==> src/rtl/div_unit.sv <==
// div_unit: iterative radix-2 divider for RV32M DIV/DIVU/REM/REMU.
//
// Produces one quotient bit per cycle from the magnitudes of the operands.
// Signs are fixed up on the way out. Divide-by-zero and signed overflow
// resolve to the RISC-V defined results. With EARLY_OUT=1 they finish in one
// cycle; otherwise they run the full XLEN iterations and still return the
// defined results.
//
// Ports:
//   clk_i     clock, all state updates on the rising edge
//   rst_i     synchronous active-high reset
//   start_i   request, accepted only while busy_o==0
//   op_i      00 DIV, 01 DIVU, 10 REM, 11 REMU (sampled on accept)
//   a_i       dividend (sampled on accept)
//   b_i       divisor (sampled on accept)
//   kill_i    abort the in-flight operation
//   busy_o    high in CALC and DONE
//   done_o    one-cycle pulse, result_o valid in that cycle
//   result_o  quotient or remainder, held until the next done_o

module div_unit #(
    parameter int unsigned XLEN      = 32,
    parameter bit          EARLY_OUT = 1'b1
) (
    input  logic            clk_i,
    input  logic            rst_i,
    input  logic            start_i,
    input  logic [1:0]      op_i,
    input  logic [XLEN-1:0] a_i,
    input  logic [XLEN-1:0] b_i,
    input  logic            kill_i,
    output logic            busy_o,
    output logic            done_o,
    output logic [XLEN-1:0] result_o
);

    localparam int unsigned CntW = (XLEN > 1) ? $clog2(XLEN) : 1;

    typedef enum logic [1:0] {StIdle, StCalc, StDone} state_e;

    state_e          state_q, state_d;
    logic [XLEN-1:0] rem_q, rem_d;
    logic [XLEN-1:0] quo_q, quo_d;
    logic [XLEN-1:0] b_abs_q, b_abs_d;
    logic [XLEN-1:0] a_q, a_d;
    logic [XLEN-1:0] result_q, result_d;
    logic [CntW-1:0] cnt_q, cnt_d;
    logic            is_rem_q, is_rem_d;
    logic            div0_q, div0_d;
    logic            ovf_q, ovf_d;
    logic            neg_quo_q, neg_quo_d;
    logic            neg_rem_q, neg_rem_d;

    // Request decode (valid only in the accept cycle)
    logic            in_signed;
    logic            in_a_neg, in_b_neg;
    logic [XLEN-1:0] in_a_abs, in_b_abs;
    logic            in_div0, in_ovf;

    assign in_signed = ~op_i[0];
    assign in_a_neg  = in_signed & a_i[XLEN-1];
    assign in_b_neg  = in_signed & b_i[XLEN-1];
    assign in_a_abs  = in_a_neg ? (~a_i + 1'b1) : a_i;
    assign in_b_abs  = in_b_neg ? (~b_i + 1'b1) : b_i;
    assign in_div0   = (b_i == '0);
    assign in_ovf    = in_signed & (a_i == {1'b1, {(XLEN-1){1'b0}}}) & (b_i == '1);

    // One restoring step. The partial remainder stays below |b|, so the
    // shifted value needs one extra bit. The top bit of the difference is
    // the borrow.
    logic [XLEN:0] rem_sh;
    logic [XLEN:0] rem_trial;
    logic          trial_ok;

    assign rem_sh    = {rem_q, quo_q[XLEN-1]};
    assign rem_trial = rem_sh - {1'b0, b_abs_q};
    assign trial_ok  = ~rem_trial[XLEN];

    // Final value with special cases and sign fix-up
    logic [XLEN-1:0] res_final;

    always_comb begin
        res_final = '0;
        if (div0_q) begin
            res_final = is_rem_q ? a_q : '1;
        end else if (ovf_q) begin
            res_final = is_rem_q ? '0 : {1'b1, {(XLEN-1){1'b0}}};
        end else if (is_rem_q) begin
            res_final = neg_rem_q ? (~rem_q + 1'b1) : rem_q;
        end else begin
            res_final = neg_quo_q ? (~quo_q + 1'b1) : quo_q;
        end
    end

    always_comb begin
        state_d   = state_q;
        rem_d     = rem_q;
        quo_d     = quo_q;
        b_abs_d   = b_abs_q;
        a_d       = a_q;
        result_d  = result_q;
        cnt_d     = cnt_q;
        is_rem_d  = is_rem_q;
        div0_d    = div0_q;
        ovf_d     = ovf_q;
        neg_quo_d = neg_quo_q;
        neg_rem_d = neg_rem_q;

        case (state_q)
            StIdle: begin
                // A kill in the same cycle drops the request.
                if (start_i && !kill_i) begin
                    a_d       = a_i;
                    b_abs_d   = in_b_abs;
                    quo_d     = in_a_abs;
                    rem_d     = '0;
                    cnt_d     = CntW'(XLEN - 1);
                    is_rem_d  = op_i[1];
                    div0_d    = in_div0;
                    ovf_d     = in_ovf;
                    neg_quo_d = in_a_neg ^ in_b_neg;
                    neg_rem_d = in_a_neg;
                    state_d   = (EARLY_OUT && (in_div0 || in_ovf)) ? StDone : StCalc;
                end
            end
            StCalc: begin
                if (kill_i) begin
                    state_d = StIdle;
                end else begin
                    quo_d = {quo_q[XLEN-2:0], trial_ok};
                    rem_d = trial_ok ? rem_trial[XLEN-1:0] : rem_sh[XLEN-1:0];
                    if (cnt_q == '0) begin
                        state_d = StDone;
                    end else begin
                        cnt_d = cnt_q - 1'b1;
                    end
                end
            end
            StDone: begin
                // A killed op still shows done_o this cycle but leaves the
                // held result untouched.
                if (!kill_i) begin
                    result_d = res_final;
                end
                state_d = StIdle;
            end
            default: state_d = StIdle;
        endcase
    end

    always_ff @(posedge clk_i) begin
        if (rst_i) begin
            state_q   <= StIdle;
            rem_q     <= '0;
            quo_q     <= '0;
            b_abs_q   <= '0;
            a_q       <= '0;
            result_q  <= '0;
            cnt_q     <= '0;
            is_rem_q  <= 1'b0;
            div0_q    <= 1'b0;
            ovf_q     <= 1'b0;
            neg_quo_q <= 1'b0;
            neg_rem_q <= 1'b0;
        end else begin
            state_q   <= state_d;
            rem_q     <= rem_d;
            quo_q     <= quo_d;
            b_abs_q   <= b_abs_d;
            a_q       <= a_d;
            result_q  <= result_d;
            cnt_q     <= cnt_d;
            is_rem_q  <= is_rem_d;
            div0_q    <= div0_d;
            ovf_q     <= ovf_d;
            neg_quo_q <= neg_quo_d;
            neg_rem_q <= neg_rem_d;
        end
    end

    assign busy_o   = (state_q != StIdle);
    assign done_o   = (state_q == StDone);
    assign result_o = (state_q == StDone) ? res_final : result_q;

endmodule

==> config.mk <==
export PLATFORM = sky130hd
export DESIGN_NAME = div_unit
export DESIGN_NICKNAME = d
export VERILOG_FILES = /design/src/rtl/div_unit.sv
export SDC_FILE = /design/constraint.sdc
export NUM_CORES = 1
export LEC_CHECK = 0
export CELL_PAD_IN_SITES_DETAIL_PLACEMENT = 0
export CELL_PAD_IN_SITES_GLOBAL_PLACEMENT = 1
export CORE_AREA = 2 2 170 172
export CTS_BUF_LIST = sky130_fd_sc_hd__clkbuf_16
export CTS_CLUSTER_DIAMETER = 80
export DETAILED_ROUTE_END_ITERATION = 16
export DIE_AREA = 0 0 172 174
export GPL_TIMING_DRIVEN = 0
export PLACE_DENSITY = 0.77
export SETUP_SLACK_MARGIN = 0.05
export SLEW_MARGIN = 20
export SYNTH_ARGS = -nofsm -noshare
export SYNTH_HDL_FRONTEND = slang
export SYNTH_SLANG_ARGS = --single-unit
==> constraint.sdc <==
create_clock -name clk_i -period 3.6 [get_ports clk_i]
set_clock_uncertainty 0.05 [all_clocks]
set_input_delay 0.72 -clock clk_i [delete_from_list [all_inputs] [get_ports clk_i]]
set_output_delay 0.72 -clock clk_i [all_outputs]
set_load 0.05 [all_outputs]
==> impl_metrics.json <==
{
  "outcome": "complete, but fails checks",
  "violations": "negative setup slack",
  "place_ws_ns": -0.866,
  "drc": 0,
  "io-pin-count": 104,
  "cts_sinks": 172,
  "htreeDepth": 4,
  "yosysTopAreaCell": "dfxtp_1",
  "utilization": 0.553,
  "insertion_delay_ns": 0.44,
  "yosysUniqueCellTypes": 77,
  "grt_pass1_vias": 12200,
  "wire_per_inst_um": 20.9,
  "synthesis.nets": 1764,
  "ys_seq_area_frac": 0.283,
  "die_h_um": 174,
  "gp_congestion": 0.963,
  "comb_power_share": 0.322,
  "start_util": 0.431,
  "finalCritPeriodShare": 1.07,
  "muxShareOfSynthArea": 0.0256,
  "wirelength_um": 46700,
  "antenna_found_initial": 0,
  "cellPowerDensity_nw_per_um2": 372,
  "synth_seq_cells": 172,
  "cp_max_fo": 7,
  "rsz0062_at_grt": "true",
  "p_sw_mw": 2.00,
  "die-width_um": 172,
  "synthXorXnorAreaFrac": 0.101,
  "grt.overflow.total": 0,
  "reg2reg_slack_ns": 0.18,
  "grtUsageMet1": 0.476,
  "synth-compound-area-share": 0.284,
  "grt.busiest_layer": "met1",
  "synthAdderAreaFrac": 0.0417,
  "dieArea_um2": 29900,
  "drv_cap": 0,
  "slew_headroom": 0.427,
  "end_kind": "primary output",
  "cts_made_buffers": 17,
  "fin_nets": 1945,
  "tightest_slew_ns": 0.838,
  "async_reset_ff_frac": 0,
  "met3_usage": 0.0396,
  "hp-class": "reg -> reg",
  "cts_tree": "built",
  "critPathKind": "reg -> out",
  "critPathArrivalTime_ns": 3.08,
  "n_antenna_cell": 0,
  "fin_ws_ns": -0.255,
  "critPathLaunchType": "flip-flop",
  "synth_top_area_share": 0.283,
  "drt-pass1-iter-count": 6,
  "fmax_mhz": 259,
  "syn_area_per_cell_um2": 7.37,
  "grt_use_total": 0.308,
  "core_area_um2": 28200,
  "finalCriticalPeriod_ns": 3.85,
  "required_ns": 2.83,
  "grt_pass1_wl_um": 71100,
  "row_count": 62,
  "drtIter0Drc": 1203,
  "viasPerCell": 5.85,
  "power_mw": 5.81,
  "finalInstanceArea_um2": 15600,
  "vias": 13100,
  "syn_inst": 1654,
  "fill_cells": 2784,
  "root_buffer": "clkbuf_16",
  "yosysWarnings": 0,
  "synth_top_family_by_area": "compound AO/OA/AOI/OAI gates",
  "synth_area_leaders": "dfxtp_1 (28%), nand2_1 (6.7%), o21ai_0 (6.5%)",
  "ant_nets": 0,
  "met2_usage": 0.434,
  "ir_drop_mv": 0.254,
  "io_buffers": 102,
  "holdBufCountCts": 0,
  "syn_area_um2": 12200,
  "cts_buffer_depth": 2,
  "power_frac_clock": 0.312,
  "synthToLayoutAreaGrowth_pct": 28.3,
  "synth-edff-count": 0,
  "power.internal_mw": 3.80,
  "p_leak_nw": 5.69,
  "finalSetupViolCount": 16,
  "placed_cell_area_um2": 13700,
  "path_clk_slew_ns": 0.07,
  "yosys.area_share.simple": 0.212,
  "switching_share": 0.345,
  "dp_hpwl_um": 35500,
  "grt_max_degree": 17,
  "drv_slew": 0,
  "finalHoldViolCount": 0,
  "drive_gt1_frac": 0.159,
  "synth_top_flop_cell": "dfxtp_1",
  "seq_power_share": 0.366,
  "setup_tns_ns": -2.76
}
-- power by group through the flow --
stage	combinational, mW	sequential (mW)	clock, mW
6_report	1.87	2.12	1.81
4_1_cts	1.74	2.11	1.83
5_1_grt	2.03	2.13	1.91
2_1_floorplan	1.11	2.10	0
3_3_place_gp	1.57	2.15	0
3_5_place_dp	1.58	2.15	0
-- logic make-up after synthesis --
logic type / after synthesis
compound gates: 553
xor+xnor: 140
fa+ha+maj: 40
buf+inv: 168
flops: 172
mux: 31
simple gates: 550
-- flip-flops by register name, indices dropped and copies added (netlist names), 2 cells and up --
name / flops
state_q: 2
a_q: 32
b_abs_q: 32
quo_q: 32
result_q: 32
cnt_q: 5
rem_q: 32
-- placed cells by master (no fill, tap or decap), types with 12 or more instances in the layout --
master and count:
clkdlybuf4s50_1 70, dfxtp_1 147, nor2_1 152, ha_1 38, dfxtp_4 13, mux2i_1 29
nand4_1 16, a211oi_1 53, o211ai_1 13, a31oi_1 16, nand2_1 215, buf_4 54
o31ai_1 24, o22ai_1 14, a21oi_1 154, buf_6 38, nor3_1 24, xor2_1 67
clkbuf_1 85, nand3_1 13, or3_1 15, o21ai_0 131, inv_1 61, xnor2_1 58
o21ai_2 18, nand2b_1 21, dfxtp_2 12, clkbuf_16 17
-- critical path: stages, from the launching register on --
cell and delay, ns:
dfxtp_4 0.40, or4_4 0.57, nor4_4 0.19, nand4_1 0.16, buf_6 0.17, or4_4 0.42
mux2i_2 0.26, o221ai_2 0.15, nand2_1 0.11, nand2_2 0.07, buf_8 0.15
-- path summary, 6_finish.rpt --
kind,endpoint,startpoint,cells after the start
min reg2reg,a_q[14],a_q[14],2
min,a_q[14],a_q[14],2
max,result_o[25],rem_q[16],10
max reg2reg,result_q[21],rem_q[9],16
-- layer usage --
| metal | vias to the layer above | routed length (um) |
|---|---|---|
| met5 | - | 0 |
| met4 | 0 | 1420 |
| met3 | 70 | 3070 |
| met2 | 483 | 19100 |
| met1 | 6207 | 23100 |
| li1 | 6308 | - |
-- metrics by stage --
| step | std cells | hold WS, ns |
|---|---|---|
| after global placement | 2140 | 0.392 |
| after floorplan | 1654 | 0.381 |
| final | 2232 | 0.403 |
| after global routing | 2232 | 0.429 |
| after CTS | 2216 | 0.407 |
| after detailed placement | 2140 | 0.398 |
-- final cells by class --
type | instances | area, um2 | area share
flip-flops and latches | 172 | 3510 | 0.224
well taps | 384 | 480 | 0.0307
plain buffers | 105 | 468 | 0.0299
clock inverters | 15 | 135 | 0.00865
inverters | 58 | 221 | 0.0142
clock buffers | 17 | 425 | 0.0272
multi-input cells | 1314 | 8830 | 0.565
repair buffers | 167 | 1560 | 0.100
-- synth_stat cells (27+ instances only) --
master and count:
mux2i_1 30, inv_1 57, xor2_1 77, nand2_1 219, nor2_1 153, dfxtp_1 172
xnor2_1 63, nor3_1 27, ha_1 39, a21oi_1 157, o31ai_1 36, a211oi_1 54
o21ai_0 158, clkbuf_1 99
-- what timing repair did --
action | 4_1_cts | 5_1_grt
pin swaps | 40 | 43
setup endpoints to repair | 65 | 66
endpoints found under the hold margin | 0 | 0
resized for setup | 300 | 120
buffers inserted | 47 | 21
Power figures use the tool's default switching activity.
